===== config.mk =====
export PLATFORM = sky130hd
export DESIGN_NAME = alu_register_bank
export DESIGN_NICKNAME = d
export VERILOG_FILES = /design/src/rtl/alu_register_bank_pkg.sv /design/src/rtl/alu_register_bank_load_register.sv /design/src/rtl/alu_register_bank.sv
export SDC_FILE = /design/constraint.sdc
export NUM_CORES = 1
export LEC_CHECK = 0
export CAP_MARGIN = 20
export CORE_ASPECT_RATIO = 1.2
export CORE_UTILIZATION = 44
export CTS_CLUSTER_SIZE = 14
export DETAILED_ROUTE_END_ITERATION = 7
export GPL_ROUTABILITY_DRIVEN = 0
export PLACE_DENSITY = 0.83
export SYNTH_ARGS = -nofsm -noshare
export SYNTH_HDL_FRONTEND = slang
export SYNTH_SLANG_ARGS = --single-unit

===== constraint.sdc =====
create_clock -name CLK -period 5.03 [get_ports CLK]
set_input_delay 1.509 -clock CLK [delete_from_list [all_inputs] [get_ports CLK]]
set_output_delay 1.509 -clock CLK [all_outputs]
set_load 0.05 [all_outputs]

===== src/rtl/alu_register_bank_pkg.sv =====
// alu_register_bank_pkg: shared widths, LOAD bit positions and reset value for the TD4 execute stage
package alu_register_bank_pkg;
    localparam int DATA_W  = 4;
    localparam int LD_A    = 0;
    localparam int LD_B    = 1;
    localparam int LD_OUT  = 2;
    localparam int LD_PC   = 3;
    localparam int RST_VAL = 0;
endpackage


===== src/rtl/alu_register_bank_load_register.sv =====
// load_register: parallel-load register with async active-high reset and step enable
module load_register
    import alu_register_bank_pkg::*;
#(
    parameter int W = DATA_W
) (
    input  logic         clk,
    input  logic         rst,
    input  logic         en,
    input  logic         ld,
    input  logic [W-1:0] d,
    output logic [W-1:0] q
);
    always_ff @(posedge clk or posedge rst)
        if (rst)
            q <= W'(RST_VAL);
        else if (en && ld)
            q <= d;
endmodule


===== src/rtl/alu_register_bank.sv =====
// alu_register_bank: TD4 execute/write-back stage, adds Y+IM and writes it to A, B, OUT or PC
module alu_register_bank
    import alu_register_bank_pkg::*;
#(
    parameter int bitWidth = DATA_W
) (
    input  logic                CLK,
    input  logic                RST,
    input  logic                EN,
    input  logic [bitWidth-1:0] Y,
    input  logic [bitWidth-1:0] IM,
    input  logic [3:0]          LOAD,
    output logic [bitWidth-1:0] SUM,
    output logic                CO,
    output logic [bitWidth-1:0] A,
    output logic [bitWidth-1:0] B,
    output logic [bitWidth-1:0] OUT,
    output logic [bitWidth-1:0] PC,
    output logic                C
);
    assign {CO, SUM} = {1'b0, Y} + {1'b0, IM};
    load_register #(.W(bitWidth)) u_a (
        .clk(CLK), .rst(RST), .en(EN), .ld(LOAD[LD_A]), .d(SUM), .q(A)
    );
    load_register #(.W(bitWidth)) u_b (
        .clk(CLK), .rst(RST), .en(EN), .ld(LOAD[LD_B]), .d(SUM), .q(B)
    );
    load_register #(.W(bitWidth)) u_out (
        .clk(CLK), .rst(RST), .en(EN), .ld(LOAD[LD_OUT]), .d(SUM), .q(OUT)
    );
    // carry flag tracks every enabled step, even when nothing is loaded
    always_ff @(posedge CLK or posedge RST)
        if (RST) begin
            PC <= bitWidth'(RST_VAL);
            C  <= 1'b0;
        end else if (EN) begin
            PC <= LOAD[LD_PC] ? SUM : PC + 1'b1;
            C  <= CO;
        end
endmodule


Word level (Yosys, flattened, before mapping)
Cells that the tools add are included.
{"block": "totals", "output_inout_bits": 22, "reg_bits": 17, "memories": 0, "mem_bits_rw": 0, "mem_bits_ro": 0, "latchBits": 0, "wordCells": 11, "input_bits": 15}
{"block": "classes", "shifts": 0, "n_reduce_logical": 3, "n_mux": 1, "div_mod_pow": 0, "magnitude_cmp": 0, "eq_ne": 0, "n_bitwise": 0, "multipliers": 0, "addsub": 2}
{"op": "adder 4 x 4 -> 5 bit", "n": 1}
{"op": "adder 4 x 1 -> 4 bit, second input constant", "n": 1}
{"op": "2-to-1 mux 4 bit", "n": 1}
{"op": "logical AND 1 bit", "n": 3}

Logic depth before layout (Yosys ltp)
{"block": "logic_depth", "depth_word": 2, "depth_mapped": 7, "ltp_nobuf": 7}

Hierarchy
Synthesis repeated with hierarchy kept, for this count alone.
{"block": "hier_totals", "hier_cells": 80, "hier_area_um2": 939.7}
{"mod": "load_register", "instances": 3, "area_each_um2": 170.2, "seq_area_each_um2": 100.1, "cells_per_inst": 10}
{"mod": "alu_register_bank", "instances": 1, "area_each_um2": 429.2, "seq_area_each_um2": 125.1, "cells_per_inst": 50}

Worst setup path after synthesis
OpenSTA, ideal clock, no wires.
{"block": "synth_timing", "kind": "input-to-output", "startpoint": "input port Y[2]", "endpoint": "output port SUM[3]", "t_arrival_ps": 2921, "path_stages": 4, "path_buffers": 0, "path_slack_ps": 600, "t_required_ps": 3521, "path_cell_list": "ha_1 > and3_1 > o21a_1 > nor2_1"}
{"block": "synth_via", "elab_chain_cells": 1}
{"element": "start, declared", "line_no": "alu_register_bank.sv:10", "source": "input logic [bitWidth-1:0] Y,"}
{"element": "adder 4 x 4 -> 5 bit", "line_no": "alu_register_bank.sv:21", "source": "assign {CO, SUM} = {1'b0, Y} + {1'b0, IM};"}
{"element": "end, declared", "line_no": "alu_register_bank.sv:13", "source": "output logic [bitWidth-1:0] SUM,"}
No other way between the ends.

Worst setup path in the final report
{"block": "layout_timing", "startpoint": "input port Y[0]", "endpoint": "output port SUM[2]"}
The elaborated chain is that of the path after synthesis.

==> flow_metrics.env <==
export IMPL_status="complete, no violations"
export IMPL_synth_seq_cells=17
export IMPL_antenna_found_initial=0
export IMPL_grt_usage=0.199
export IMPL_worst_slew_pin_slew_ns=0.649
export IMPL_finalCriticalPeriod_ns=4.65
export IMPL_finalInstanceArea_um2=1310
export IMPL_numCtsBuffers=3
export IMPL_period_share=0.924
export IMPL_grt_ovfl_total=0
export IMPL_use_met1=0.243
export IMPL_postCtsHoldBufs=0
export IMPL_grt_busiest_layer="met2"
export IMPL_worstSetupEndpointType="output port"
export IMPL_fill_cells=148
export IMPL_grt_pass1_vias=778
export IMPL_vias=771
export IMPL_p_switching_mw=0.228
export IMPL_rows=17
export IMPL_relSlewSlack=0.567
export IMPL_grt_max_degree=18
export IMPL_post_dp_cell_area_um2=1280
export IMPL_fin_setup_tns_ns=0
export IMPL_antenna_cells=0
export IMPL_cts_root_buf="clkbuf_4"
export IMPL_cp_top_family="buffers and inverters"
export IMPL_start_util=0.472
export IMPL_cp_start_kind="primary input"
export IMPL_dp_slack_ns=0.383
export IMPL_p_leak_nw=0.611
export IMPL_cts_resized=0
export IMPL_area_growth_pct=50.0
export IMPL_fin_cells=146
export IMPL_layout_drive_gt1_share=0.0945
export IMPL_clockBufferDepth=2
export IMPL_io_pins=37
export IMPL_die_area_um2=2170
export IMPL_clkPwrFrac=0.137
export IMPL_port_buffers=36
export IMPL_cts_num_sinks=17
export IMPL_remaining_drc_errors=0
export IMPL_wire_per_inst_um=12.9
export IMPL_cts_setup_buffers=0
export IMPL_cp_required_ns=3.52
export IMPL_core_um2=1850
export IMPL_die_width_um=42.7
export IMPL_ys_seq_area_frac=0.487
export IMPL_combPwrFrac=0.515
export IMPL_ys_types=26
export IMPL_synthCells=88
export IMPL_power_density_nw_per_um2=398
export IMPL_crit_slowest_cell="clkdlybuf4s50_1"
export IMPL_grt_pass1_wl_um=3240
export IMPL_dp_cells=142
export IMPL_setup_ws_ns=0.383
export IMPL_yosys_warnings=0
export IMPL_clk_pin_slew_ns=0.09
export IMPL_syn_nets=109
export IMPL_irDropWorstVdd_mv=0.256
export IMPL_worstPathCellList="clkdlybuf4s50_1, ha_1, inv_1, fa_1, xor2_1, inv_2, buf_12"
export IMPL_fin_skew_ns=0.000147
export IMPL_final_hold_viol_count=0
export IMPL_dp_hpwl_um=1490
export IMPL_met3_usage=0.0360
export IMPL_holdCritPathClass="reg -> reg"
export IMPL_p_int_mw=0.293
export IMPL_power_frac_seq=0.348
export IMPL_max_cap_viol_count=0
export IMPL_drtIter0Drc=5
export IMPL_drtPass1Iterations=4
export IMPL_syn_area_um2=873
export IMPL_fp_dieH_um=50.8
export IMPL_antenna_left=0
export IMPL_cts_tree="built"
export IMPL_final_util=0.708
export IMPL_htree_levels=1
export IMPL_path_buf_inv=4
export IMPL_arrival_ns=3.14
export IMPL_rsz0062_at_grt="false"
export IMPL_wirelength_um=1880
export IMPL_critPathMaxFanout=4
export IMPL_max_freq_mhz=215
export IMPL_setup_violations=0
export IMPL_critical_path_class="in -> out"
export IMPL_nNetsFinal=149
export IMPL_syn_area_per_cell_um2=9.92
export IMPL_use_met2=0.338
export IMPL_slew_viol_final=0
export IMPL_slowest_delay_ns=0.46
export IMPL_clk_latency_ns=0.28
export IMPL_p_sw_frac=0.437
export IMPL_viasPerCell=5.28
==> path summary, 6_finish.rpt <==
| check | slack, ns | end | start | cells after the start |
|---|---|---|---|---|
| worst max register to register | 3.81 | PC[2] | PC[0] | 4 |
| max in group asynchronous | 3.01 | u_out.q[0] | RST | 2 |
| worst min register to register | 0.48 | u_a.q[1] | u_a.q[1] | 2 |
| worst max-delay path | 0.38 | SUM[2] | Y[0] | 7 |
| worst min-delay path | 0.48 | u_a.q[1] | u_a.q[1] | 2 |
| min in group asynchronous | 1.60 | u_b.q[1] | RST | 2 |
==> cell usage after synthesis <==
| master | instances | area share |
|---|---|---|
| o32a_1 | 1 | 0.011 |
| inv_1 | 9 | 0.039 |
| a21o_1 | 2 | 0.017 |
| nor3b_1 | 3 | 0.026 |
| mux2i_1 | 2 | 0.023 |
| nand2_1 | 13 | 0.056 |
| mux2_2 | 3 | 0.039 |
| o21a_1 | 1 | 0.0086 |
| nand3_1 | 3 | 0.017 |
| nor2b_1 | 2 | 0.014 |
| dfrtp_1 | 17 | 0.49 |
| a31oi_1 | 2 | 0.014 |
| clkbuf_1 | 1 | 0.0043 |
| o31ai_1 | 3 | 0.026 |
| o21ai_0 | 9 | 0.052 |
| inv_2 | 1 | 0.0043 |
| and3_1 | 1 | 0.0072 |
| nor2_1 | 3 | 0.013 |
| buf_2 | 1 | 0.0057 |
| a21oi_1 | 1 | 0.0057 |
| xor2_1 | 1 | 0.010 |
| a22o_1 | 1 | 0.010 |
| nor3_1 | 1 | 0.0057 |
| o2111ai_1 | 1 | 0.010 |
| fa_1 | 1 | 0.023 |
| ha_1 | 5 | 0.072 |
==> through the flow <==
step / power [mW] / hold WS (ns)
after detailed placement: 0.453 / 0.470
after global routing: 0.549 / 0.525
after global placement: 0.449 / 0.461
final: 0.521 / 0.483
after floorplan: 0.352 / 0.760
after CTS: 0.524 / 0.491
==> registers in the layout (all words and copies together), names as in the netlist <==
register and cells:
C 1, u_a.q 4, PC 4, u_out.q 4, u_b.q 4
==> power groups by stage <==
stage	combinational [mW]	clock, mW	sequential [mW]
after floorplan	0.0756	0	0.277
after global placement	0.266	0	0.183
after detailed placement	0.269	0	0.185
after CTS	0.270	0.0728	0.182
after global routing	0.284	0.0801	0.185
final	0.268	0.0714	0.181
==> cell families after synthesis <==
family	Yosys count	share of synthesized area
XOR/XNOR	1	0.0100
AND/OR/NAND/NOR	26	0.139
adder cells (fa/ha/maj)	6	0.0946
flip-flops	17	0.487
buffers and inverters	12	0.0530
multiplexers	5	0.0616
AO/OA/AOI/OAI	21	0.155
==> cell usage in the layout, fill, tap and decap left out, types with 5 or more instances in the layout <==
master,instances
clkdlybuf4s50_1,32
dfrtp_1,17
ha_1,5
inv_1,9
nand2_1,13
o21ai_0,9
==> worst reg2reg max path, cell delays in order (launching register included) <==
cell	delay (ns)
dfrtp_1	0.44
ha_1	0.22
nor3b_1	0.13
a21o_1	0.16
a22o_1	0.17
==> cell type report <==
class                   instances  area [um2]  area share
clock buffers                   4        26.3      0.0201
inverters                      10        37.5      0.0287
multi-input cells              59         402       0.307
flip-flops and latches         17         425       0.325
well taps                      19        23.8      0.0181
repair buffers                 37         395       0.302
==> layer usage <==
layer | vias to the layer above | part of all wire
met2 | 21 | 0.52
met5 | - | 0
li1 | 381 | -
met3 | 2 | 0.033
met4 | 0 | 0.0090
met1 | 367 | 0.44
Power figures use the tool's default switching activity.
